`config.mk`:
```
export PLATFORM = sky130hd
export DESIGN_NAME = f_fetch_reg_flat
export DESIGN_NICKNAME = d
export VERILOG_FILES = /design/src/rtl/f_fetch_reg_if.sv /design/src/rtl/f_fetch_reg.sv /design/src/flat_wrapper.sv
export SDC_FILE = /design/constraint.sdc
export NUM_CORES = 1
export LEC_CHECK = 0
export CORE_MARGIN = 10
export CORE_UTILIZATION = 45
export CTS_BUF_LIST = sky130_fd_sc_hd__clkbuf_4 sky130_fd_sc_hd__clkbuf_8
export CTS_CLUSTER_DIAMETER = 150
export CTS_CLUSTER_SIZE = 16
export DETAILED_ROUTE_END_ITERATION = 16
export PLACE_DENSITY = 0.95
export SLEW_MARGIN = 30
export SYNTH_ARGS = -nofsm -noshare
export SYNTH_HDL_FRONTEND = slang
export SYNTH_SLANG_ARGS = --single-unit
```
`constraint.sdc`:
```
create_clock -name clk -period 3.1 [get_ports clk]
set_input_delay 0.775 -clock clk [delete_from_list [all_inputs] [get_ports clk]]
set_output_delay 0.775 -clock clk [all_outputs]
set_load 0.05 [all_outputs]
```
`src/rtl/f_fetch_reg_if.sv`:
```
// Fetch-stage bus: next-PC/IM/hazard inputs in, PC and F/D register contents out.
interface f_fetch_reg_if;
    logic [31:0] NPC;
    logic [31:0] Instr;
    logic        Stall;
    logic        Req;
    logic        D_Eret;
    logic        D_IsBJ;
    logic [31:0] PC;
    logic [31:0] D_PC;
    logic [31:0] D_Instr;
    logic [4:0]  D_ExcCode;
    logic        D_BD;
    logic        D_Valid;

    // Surrounding pipeline: drives next-PC, fetched word and control, sees fetch state.
    modport master (
        output NPC, Instr, Stall, Req, D_Eret, D_IsBJ,
        input  PC, D_PC, D_Instr, D_ExcCode, D_BD, D_Valid
    );

    // Fetch-stage state block.
    modport slave (
        input  NPC, Instr, Stall, Req, D_Eret, D_IsBJ,
        output PC, D_PC, D_Instr, D_ExcCode, D_BD, D_Valid
    );
endinterface

```
`src/rtl/f_fetch_reg.sv`:
```
// Fetch-stage state: program counter, fetch address-error detection and the F/D
// pipeline register with stall, exception flush, eret flush and delay-slot tagging.
module f_fetch_reg #(
    parameter logic [31:0] RESET_PC = 32'h0000_3000,
    parameter logic [31:0] EXC_PC   = 32'h0000_4180,
    parameter logic [31:0] IM_LO    = 32'h0000_3000,
    parameter logic [31:0] IM_HI    = 32'h0000_6FFC,
    parameter logic [4:0]  EXC_ADEL = 5'd4
) (
    input logic          clk,
    input logic          reset,
    f_fetch_reg_if.slave bus
);

    logic [31:0] pc_q, pc_d;
    logic [31:0] d_pc_q, d_pc_d;
    logic [31:0] d_instr_q, d_instr_d;
    logic [4:0]  d_exc_code_q, d_exc_code_d;
    logic        d_bd_q, d_bd_d;
    logic        d_valid_q, d_valid_d;

    logic        f_exc;
    logic [4:0]  f_exc_code;
    logic [31:0] f_instr;

    // Fetch address check on the registered PC; a faulting fetch becomes a nop.
    always_comb begin
        f_exc      = (pc_q[1:0] != 2'b00) || (pc_q < IM_LO) || (pc_q > IM_HI);
        f_exc_code = f_exc ? EXC_ADEL : 5'd0;
        f_instr    = f_exc ? 32'h0 : bus.Instr;
    end

    // Next-state: PC follows NPC unconditionally; F/D by reset > Req > Stall > Eret > advance.
    always_comb begin
        pc_d         = bus.NPC;
        d_pc_d       = d_pc_q;
        d_instr_d    = d_instr_q;
        d_exc_code_d = d_exc_code_q;
        d_bd_d       = d_bd_q;
        d_valid_d    = d_valid_q;
        if (!reset) begin
            pc_d         = RESET_PC;
            d_pc_d       = RESET_PC;
            d_instr_d    = 32'h0;
            d_exc_code_d = 5'd0;
            d_bd_d       = 1'b0;
            d_valid_d    = 1'b0;
        end else if (bus.Req) begin
            d_pc_d       = EXC_PC;
            d_instr_d    = 32'h0;
            d_exc_code_d = 5'd0;
            d_bd_d       = 1'b0;
            d_valid_d    = 1'b0;
        end else if (bus.Stall) begin
            // hold everything in D
        end else if (bus.D_Eret) begin
            // squash the instruction fetched behind eret
            d_pc_d       = pc_q;
            d_instr_d    = 32'h0;
            d_exc_code_d = 5'd0;
            d_bd_d       = 1'b0;
            d_valid_d    = 1'b0;
        end else begin
            d_pc_d       = pc_q;
            d_instr_d    = f_instr;
            d_exc_code_d = f_exc_code;
            d_bd_d       = bus.D_IsBJ;
            d_valid_d    = 1'b1;
        end
    end

    // State registers; reset is folded into the next-state logic above.
    always_ff @(posedge clk) begin
        pc_q         <= pc_d;
        d_pc_q       <= d_pc_d;
        d_instr_q    <= d_instr_d;
        d_exc_code_q <= d_exc_code_d;
        d_bd_q       <= d_bd_d;
        d_valid_q    <= d_valid_d;
    end

    // Outputs come straight from flops.
    always_comb begin
        bus.PC        = pc_q;
        bus.D_PC      = d_pc_q;
        bus.D_Instr   = d_instr_q;
        bus.D_ExcCode = d_exc_code_q;
        bus.D_BD      = d_bd_q;
        bus.D_Valid   = d_valid_q;
    end

endmodule

```
`src/flat_wrapper.sv`:
```
// flat-port wrapper written by rule: the top's interface ports become plain ports
module f_fetch_reg_flat 
#(
    parameter logic [31:0] RESET_PC = 32'h0000_3000,
    parameter logic [31:0] EXC_PC   = 32'h0000_4180,
    parameter logic [31:0] IM_LO    = 32'h0000_3000,
    parameter logic [31:0] IM_HI    = 32'h0000_6FFC,
    parameter logic [4:0]  EXC_ADEL = 5'd4
)
  (clk, reset, bus_NPC, bus_Instr, bus_Stall, bus_Req, bus_D_Eret, bus_D_IsBJ, bus_PC, bus_D_PC, bus_D_Instr, bus_D_ExcCode, bus_D_BD, bus_D_Valid);
  f_fetch_reg_if bus_i ();
  input logic clk;
  input logic reset;
  input wire logic [$bits(bus_i.NPC)-1:0] bus_NPC;
  input wire logic [$bits(bus_i.Instr)-1:0] bus_Instr;
  input wire logic [$bits(bus_i.Stall)-1:0] bus_Stall;
  input wire logic [$bits(bus_i.Req)-1:0] bus_Req;
  input wire logic [$bits(bus_i.D_Eret)-1:0] bus_D_Eret;
  input wire logic [$bits(bus_i.D_IsBJ)-1:0] bus_D_IsBJ;
  output wire logic [$bits(bus_i.PC)-1:0] bus_PC;
  output wire logic [$bits(bus_i.D_PC)-1:0] bus_D_PC;
  output wire logic [$bits(bus_i.D_Instr)-1:0] bus_D_Instr;
  output wire logic [$bits(bus_i.D_ExcCode)-1:0] bus_D_ExcCode;
  output wire logic [$bits(bus_i.D_BD)-1:0] bus_D_BD;
  output wire logic [$bits(bus_i.D_Valid)-1:0] bus_D_Valid;
  assign bus_i.NPC = bus_NPC;
  assign bus_i.Instr = bus_Instr;
  assign bus_i.Stall = bus_Stall;
  assign bus_i.Req = bus_Req;
  assign bus_i.D_Eret = bus_D_Eret;
  assign bus_i.D_IsBJ = bus_D_IsBJ;
  assign bus_PC = bus_i.PC;
  assign bus_D_PC = bus_i.D_PC;
  assign bus_D_Instr = bus_i.D_Instr;
  assign bus_D_ExcCode = bus_i.D_ExcCode;
  assign bus_D_BD = bus_i.D_BD;
  assign bus_D_Valid = bus_i.D_Valid;
  f_fetch_reg #(.RESET_PC(RESET_PC), .EXC_PC(EXC_PC), .IM_LO(IM_LO), .IM_HI(IM_HI), .EXC_ADEL(EXC_ADEL)) u_core (.clk(clk), .reset(reset), .bus(bus_i));
endmodule
```
==> results of run 1 <==
metal layers:
layer / wire length [um] / track usage / vias up
li1: - / - / 1494
met1: 4245 / 0.1874 / 1446
met2: 5609 / 0.3273 / 146
met3: 1376 / 0.09912 / 24
met4: 312 / 0.07439 / 0
met5: 0 / 0 / -
state kept, by name, indices dropped and copies added (netlist names):
signal                count
u_core.bus.D_ExcCode      1
u_core.bus.D_Instr       32
u_core.bus.D_Valid        1
u_core.bus.D_PC          32
u_core.bus.PC            32
u_core.bus.D_BD           1
cell type report:
cell class | instances | area share
Multi-Input combinational cell | 217 | 0.2630
Timing Repair Buffer | 175 | 0.3164
Sequential cell | 99 | 0.3626
Clock buffer | 9 | 0.02266
Clock inverter | 7 | 0.01122
Tap cell | 102 | 0.02335
Inverter | 1 | 0.0006868
path summary, 6_finish.rpt:
kind	from	endpoint	slack, ns	cells after the start
max	u_core.bus.PC[31]	bus_PC[31]	0.65	1
min	u_core.bus.D_Instr[29]	u_core.bus.D_Instr[29]	0.47	2
max reg2reg	u_core.bus.PC[0]	u_core.bus.D_Instr[4]	1.27	5
min reg2reg	u_core.bus.D_Instr[29]	u_core.bus.D_Instr[29]	0.47	2
power breakdown:
group | switching, mW | total (mW) | internal (mW)
sequential | 0.0270 | 1.33 | 1.31
clock | 0.467 | 0.772 | 0.304
combinational | 0.246 | 0.426 | 0.179
total | 0.741 | 2.53 | 1.79
placed cells by master, fill, tap and decap left out, types with 2 or more instances in the layout:
cell type / netlist / final
clkdlybuf4s50_1: 0 / 167
dfxtp_1: 99 / 99
nand3_1: 64 / 64
and2_1: 30 / 30
o21ai_2: 30 / 30
nor2_1: 30 / 30
mux2i_1: 29 / 29
clkbuf_8: 0 / 9
buf_4: 4 / 7
o21ai_1: 4 / 4
conb_1: 1 / 4
nand2b_1: 3 / 3
mux2_1: 3 / 3
o21a_1: 3 / 3
clkinv_4: 0 / 3
or4_1: 2 / 2
nor3_1: 2 / 2
clkinvlp_4: 0 / 2
cell families after synthesis:
kind of cell / share of synthesized area
simple gates: 0.2117
xor+xnor: 0.002457
mux: 0.09091
other cells: 0.001052
compound gates: 0.09196
buf+inv: 0.04598
flops: 0.5560
through the flow:
stage / power [mW] / worst slack, ns
after floorplan: 1.598 / 1.193
after global placement: 1.778 / 0.5831
after detailed placement: 1.788 / 0.5459
after CTS: 2.549 / 0.6287
after global routing: 2.622 / 0.5984
final: 2.531 / 0.6467
==> impl_metrics.py, run 1 <==
metrics = {
    "clocking": {
        "cts.sinks": 99,
        "clk_latency_ns": 0.35,
        "cts.path.max_buffers": 2,
        "postCtsSetupRepairBufs": 0,
        "h-tree-depth": 3,
        "cts_tree": "yes",
        "post_cts_resize_count": 0,
        "clk_pin_slew_ns": 0.10,
        "cts_made_buffers": 9,
        "cts.root.buffer_cell": "clkbuf_8",
        "holdBufCountCts": 0,
    },
    "layout": {
        "seqCellArea_um2": 1982,
        "design_area_um2": 5465,
        "fillers": 542,
        "drive_gt1_frac": 0.1201,
        "multi_input_area_um2": 1438,
        "layout.nets": 573,
        "final_cells": 610,
        "fin_util": 0.7073,
        "n_antenna_cell": 0,
        "syn2layout_area_growth_pct": 53.32,
    },
    "timing": {
        "rsz0062_at_grt": "no",
        "hold_viol_final": 0,
        "finalClockSkew_ns": 0.01372,
        "setup_violations": 0,
        "slew_viol_final": 0,
        "whs_ns": 0.4712,
        "fmax_mhz": 407.6,
        "worstMarginPinSlew_ns": 0.6069,
        "post-route-period-util": 0.7914,
        "slew_headroom": 0.5954,
        "finalSetupTns_ns": 0,
        "fin_crit_ns": 2.453,
    },
    "power": {
        "vdd_drop_max_mv": 0.4387,
        "p_per_area_nw_per_um2": 463.2,
        "power_leakage_nw": 2.048,
    },
    "floorplan": {
        "fp.coreArea_um2": 7727,
        "die_y_um": 109,
        "io_pins": 173,
        "dieArea_um2": 11880,
        "start_util": 0.4613,
        "die_w_um": 109,
        "rows": 32,
    },
    "drt": {
        "drc": 0,
        "via_per_inst": 5.098,
        "wl_per_cell_um": 18.92,
        "dr.pass1.iters": 4,
        "num_vias": 3110,
        "drt_iter0_drc": 119,
        "ant_nets": 0,
        "totalWireLength_mm": 11.54,
    },
    "synth": {
        "synth_edf_count": 0,
        "synth_seq_cells": 99,
        "synth_cell_type_count": 32,
        "synthTopCellsByArea": "dfxtp_1 (56%), nand3_1 (9.0%), mux2i_1 (8.1%)",
        "synth-async-reset-ratio": 0,
        "ys_seq_area_frac": 0.5560,
        "yosys_warnings": 0,
        "yosys-top-cells-count": "dfxtp_1 (99), nand3_1 (64), and2_1 (30), nor2_1 (30), o21ai_2 (30)",
        "syn_area_um2": 3565,
        "yosys.area.top_type": "dfxtp_1",
        "yosys_most_used_dff": "dfxtp_1",
        "synth_area_per_cell_um2": 10.30,
        "synth_most_common_cell": "dfxtp_1",
        "synthCells": 346,
        "synth_top_cell_area_share": 0.5560,
    },
    "grt": {
        "grt_pass1_vias": 3368,
        "grt_pass1_wl_mm": 17.63,
        "grt_overflow": 0,
        "antenna_found_initial": 0,
        "grt_max_degree": 66,
        "grtUsageTotal": 0.1889,
    },
    "worst_hold_path": {
        "hold_path.class": "reg2reg",
    },
    "job": {
        "drv_cap": 0,
    },
    "placement": {
        "place_inst": 594,
        "placed_area_um2": 5280,
        "dp_hpwl_mm": 8.729,
        "gp_congestion": 0.7472,
        "port-buffer-count": 168,
    },
    "worst_setup_path": {
        "crit_path_end_kind": "output pin",
        "cp_slowest_cell": "clkdlybuf4s50_1",
        "worstPathCellList": "clkdlybuf4s50_1",
        "slowest_delay_ns": 0.87,
        "crit_required_ns": 2.32,
        "cp_top_family": "buffers and inverters",
        "crit_fanout": 3,
        "critPathKind": "reg2out",
        "critPathArrivalTime_ns": 1.68,
        "timing.critical_path.from_type": "flop",
        "critPathBufInv": 1,
    },
    "run_status": {
        "run_status": "completed",
    },
}
Power figures use the tool's default switching activity.
==> run 2, diff against run 1 <==
--- a/config.mk
+++ b/config.mk
@@ -6,12 +6,12 @@
 export NUM_CORES = 1
 export LEC_CHECK = 0
 export CORE_MARGIN = 10
-export CORE_UTILIZATION = 45
+export CORE_UTILIZATION = 42
 export CTS_BUF_LIST = sky130_fd_sc_hd__clkbuf_4 sky130_fd_sc_hd__clkbuf_8
 export CTS_CLUSTER_DIAMETER = 150
 export CTS_CLUSTER_SIZE = 16
 export DETAILED_ROUTE_END_ITERATION = 16
-export PLACE_DENSITY = 0.95
+export PLACE_DENSITY = 0.91
 export SLEW_MARGIN = 30
 export SYNTH_ARGS = -nofsm -noshare
 export SYNTH_HDL_FRONTEND = slang
==> constraint.sdc (replaced) <==
create_clock -name clk -period 2.3 [get_ports clk]
set_input_delay 0.575 -clock clk [delete_from_list [all_inputs] [get_ports clk]]
set_output_delay 0.575 -clock clk [all_outputs]
set_load 0.05 [all_outputs]
==> impl_metrics.py, run 2 (synthesis results as in run 1) <==
metrics = {
    "worst_setup_path": {
        "cp_top_family": "buffers and inverters",
        "critPathArrivalTime_ns": 1.65,
        "worstPathCellList": "clkdlybuf4s50_1",
        "crit_path_end_kind": "output pin",
        "critPathBufInv": 1,
        "crit_fanout": 3,
        "timing.critical_path.from_type": "flop",
        "crit_required_ns": 1.73,
        "slowest_delay_ns": 0.86,
        "critPathKind": "reg2out",
        "cp_slowest_cell": "clkdlybuf4s50_1",
    },
    "clocking": {
        "clk_latency_ns": 0.36,
        "cts.path.max_buffers": 2,
        "clk_pin_slew_ns": 0.09,
        "cts.sinks": 99,
        "cts.root.buffer_cell": "clkbuf_8",
        "cts_made_buffers": 9,
        "postCtsSetupRepairBufs": 0,
        "cts_tree": "yes",
        "h-tree-depth": 3,
    },
    "layout": {
        "layout.nets": 577,
        "syn2layout_area_growth_pct": 56.27,
        "multi_input_area_um2": 1438,
        "drive_gt1_frac": 0.1270,
        "final_cell_mix": "clkdlybuf4s50_1 (165), dfxtp_1 (99), nand3_1 (64)",
        "fillers": 626,
        "n_antenna_cell": 0,
        "seqCellArea_um2": 1982,
        "final_common_cell": "clkdlybuf4s50_1",
    },
    "timing": {
        "finalClockSkew_ns": 0.01554,
        "rsz0062_at_grt": "no",
        "setup_violations": 0,
        "fin_crit_ns": 2.224,
        "worst_slack_ns": 0.07640,
        "slew_headroom": 0.6254,
        "post-route-period-util": 0.9668,
        "fmax_mhz": 449.7,
        "worstMarginPinSlew_ns": 0.5602,
        "slew_viol_final": 0,
        "finalSetupTns_ns": 0,
        "hold_viol_final": 0,
    },
    "drt": {
        "dr.pass1.iters": 4,
        "num_vias": 3091,
        "totalWireLength_mm": 11.10,
        "drt_iter0_drc": 110,
        "ant_nets": 0,
        "wl_per_cell_um": 17.99,
        "drc": 0,
        "via_per_inst": 5.010,
    },
    "floorplan": {
        "rows": 33,
        "dieArea_um2": 12570,
        "start_util": 0.4317,
        "die_y_um": 112.1,
        "die_w_um": 112.1,
        "fp.coreArea_um2": 8258,
        "io_pins": 173,
    },
    "placement": {
        "port-buffer-count": 168,
        "dp_hpwl_mm": 8.627,
        "dp_slack_ns": 0.1441,
        "gp_congestion": 0.7925,
    },
    "grt": {
        "grt_pass1_wl_mm": 17.43,
        "grt_pass1_vias": 3234,
        "grtUsageTotal": 0.1684,
        "antenna_found_initial": 0,
        "grt_max_degree": 66,
        "grt_overflow": 0,
    },
    "worst_hold_path": {
        "hold_path.class": "reg2reg",
    },
    "power": {
        "vdd_drop_max_mv": 0.4176,
        "p_total_mw": 3.619,
        "power_leakage_nw": 2.132,
        "p_per_area_nw_per_um2": 649.7,
    },
    "job": {
        "drv_cap": 0,
    },
    "run_status": {
        "run_status": "completed",
    },
}
==> run 2: through the flow <==
stage               hold WS, ns    util  cells  area, um2
global placement         0.4447  0.6465    601       5339
global route             0.4994  0.6745    617       5570
CTS                      0.4773  0.6739    617       5565
floorplan                0.6738       -    349       3576
detailed placement       0.4647  0.6465    601       5339
finish                   0.4742  0.6745    617       5570
==> run 2: where the power goes <==
part	internal [mW]	total, mW	switching, mW
clock	0.637	1.24	0.606
sequential	1.76	1.80	0.0355
combinational	0.248	0.580	0.332
total	2.65	3.62	0.973
==> run 2: repair_timing <==
item,4_1_cts,5_1_grt
hold buffers,0,0
gates resized for setup,0,2
setup endpoints to repair,0,2
==> run 2: worst reg2reg max path, delay by kind of cell, from the launching register on <==
family | cells | cell delay [ns]
AO/OA/AOI/OAI | 1 | 0.19
buffers and inverters | 1 | 0.22
flip-flops | 1 | 0.36
AND/OR/NAND/NOR | 3 | 0.92
==> run 2: layout make-up <==
class / instances / area share
well taps: 105 / 0.02358
flip-flops and latches: 99 / 0.3558
clock inverters: 6 / 0.01707
inverters: 1 / 0.0006739
repair buffers: 179 / 0.3212
multi-input cells: 217 / 0.2581
clock buffers: 10 / 0.02358
==> run 2: final timing paths <==
kind                           from                endpoint  slack [ns]  depth (start not counted)
max               u_core.bus.PC[21]              bus_PC[21]        0.08                          1
min          u_core.bus.D_Instr[29]  u_core.bus.D_Instr[29]        0.47                          2
max reg2reg        u_core.bus.PC[0]   u_core.bus.D_Instr[7]        0.57                          5
min reg2reg  u_core.bus.D_Instr[29]  u_core.bus.D_Instr[29]        0.47                          2
==> run 2: per-layer routing <==
layer / GRT usage / vias to the layer above / wire, um
li1: - / 1501 / -
met1: 0.1784 / 1429 / 4259
met2: 0.2746 / 147 / 5235
met3: 0.09957 / 14 / 1448
met4: 0.05499 / 0 / 154
met5: 0 / - / 0
==> run 3, diff against run 2 <==
--- a/config.mk
+++ b/config.mk
@@ -5,7 +5,6 @@
 export SDC_FILE = /design/constraint.sdc
 export NUM_CORES = 1
 export LEC_CHECK = 0
-export CORE_MARGIN = 10
 export CORE_UTILIZATION = 42
 export CTS_BUF_LIST = sky130_fd_sc_hd__clkbuf_4 sky130_fd_sc_hd__clkbuf_8
 export CTS_CLUSTER_DIAMETER = 150
==> impl_metrics.py, run 3 (synthesis results as in run 1) <==
metrics = {
    "clocking": {
        "clk_pin_slew_ns": 0.11,
        "cts_tree": "yes",
        "cts_made_buffers": 9,
        "cts.path.max_buffers": 2,
        "h-tree-depth": 3,
        "post_cts_resize_count": 0,
        "cts.root.buffer_cell": "clkbuf_8",
        "clk_latency_ns": 0.35,
        "cts.sinks": 99,
        "holdBufCountCts": 0,
        "postCtsSetupRepairBufs": 0,
    },
    "grt": {
        "grt_overflow": 0,
        "grt_pass1_vias": 3105,
        "grt_max_degree": 47,
        "grt_pass1_wl_mm": 14.67,
        "grtUsageTotal": 0.2145,
        "antenna_found_initial": 0,
    },
    "drt": {
        "num_vias": 3043,
        "totalWireLength_mm": 9.281,
        "drt_iter0_drc": 69,
        "via_per_inst": 4.908,
        "ant_nets": 0,
        "drc": 0,
        "wl_per_cell_um": 14.97,
        "dr.pass1.iters": 4,
    },
    "worst_setup_path": {
        "cp_top_family": "buffers and inverters",
        "crit_required_ns": 1.73,
        "worstPathCellList": "clkdlybuf4s50_1",
        "critPathArrivalTime_ns": 1.62,
        "critPathBufInv": 1,
        "cp_slowest_cell": "clkdlybuf4s50_1",
        "slowest_delay_ns": 0.84,
        "crit_fanout": 3,
        "crit_path_end_kind": "output pin",
        "critPathKind": "reg2out",
        "timing.critical_path.from_type": "flop",
    },
    "floorplan": {
        "dieArea_um2": 8860,
        "fp.coreArea_um2": 8217,
        "die_w_um": 94.13,
        "io_pins": 173,
        "start_util": 0.4338,
        "die_y_um": 94.13,
        "rows": 33,
    },
    "timing": {
        "finalSetupTns_ns": 0,
        "worstMarginPinSlew_ns": 0.5759,
        "fmax_mhz": 454.7,
        "post-route-period-util": 0.9561,
        "rsz0062_at_grt": "no",
        "hold_viol_final": 0,
        "slew_headroom": 0.6149,
        "setup_violations": 0,
        "slew_viol_final": 0,
        "fin_crit_ns": 2.199,
        "finalClockSkew_ns": 0.01500,
    },
    "placement": {
        "gp_congestion": 0.7698,
        "dp_hpwl_mm": 7.057,
        "place_inst": 604,
        "port-buffer-count": 168,
    },
    "layout": {
        "final_common_cell": "clkdlybuf4s50_1",
        "syn2layout_area_growth_pct": 55.88,
        "final_cells": 620,
        "fin_util": 0.6763,
        "fillers": 627,
        "n_antenna_cell": 0,
        "final_cell_mix": "clkdlybuf4s50_1 (167), dfxtp_1 (99), nand3_1 (64)",
        "drive_gt1_frac": 0.1320,
        "layout.nets": 580,
    },
    "worst_hold_path": {
        "hold_path.class": "reg2reg",
    },
    "power": {
        "vdd_drop_max_mv": 0.5007,
        "p_per_area_nw_per_um2": 619.4,
        "p_total_mw": 3.442,
        "power_leakage_nw": 2.104,
    },
    "job": {
        "drv_cap": 0,
    },
    "run_status": {
        "run_status": "completed",
    },
}
-- run 3: final cells by class --
class | instances | area [um2] | share of cell area
clock inverters | 6 | 57.56 | 0.01036
repair buffers | 182 | 1807 | 0.3252
inverters | 1 | 3.754 | 0.0006755
well taps | 105 | 131.4 | 0.02364
flip-flops and latches | 99 | 1982 | 0.3567
multi-input cells | 217 | 1438 | 0.2587
clock buffers | 10 | 137.6 | 0.02477
-- run 3: final timing paths --
kind	from	end	slack, ns	cells past startpoint
min reg2reg	u_core.bus.D_Instr[29]	u_core.bus.D_Instr[29]	0.48	2
min	u_core.bus.D_Instr[29]	u_core.bus.D_Instr[29]	0.48	2
max reg2reg	u_core.bus.PC[0]	u_core.bus.D_Instr[17]	0.58	5
max	u_core.bus.PC[1]	bus_PC[1]	0.10	1
-- run 3: report_power, final --
| group | switching (mW) | leakage, nW | total, mW | internal [mW] |
|---|---|---|---|---|
| sequential | 0.0351 | 0.809 | 1.80 | 1.76 |
| combinational | 0.324 | 1.19 | 0.576 | 0.252 |
| clock | 0.624 | 0.100 | 1.07 | 0.446 |
| total | 0.983 | 2.10 | 3.44 | 2.46 |
-- run 3: stage by stage --
stage                     worst slack (ns)  hold slack (ns)  area (um2)
after detailed placement            0.1120           0.4661        5361
after global placement              0.1604           0.4428        5361
after CTS                          0.07902           0.4798        5557
after floorplan                     0.4705           0.6738        3576
after global routing               0.02953           0.5034        5557
final                               0.1009           0.4801        5557
-- run 3: routing by layer --
layer	track usage	vias to the layer above	wire length, um
li1	-	1505	-
met1	0.2355	1399	3644
met2	0.3850	127	4619
met3	0.07201	12	889
met4	0.07051	0	128
met5	0	-	0
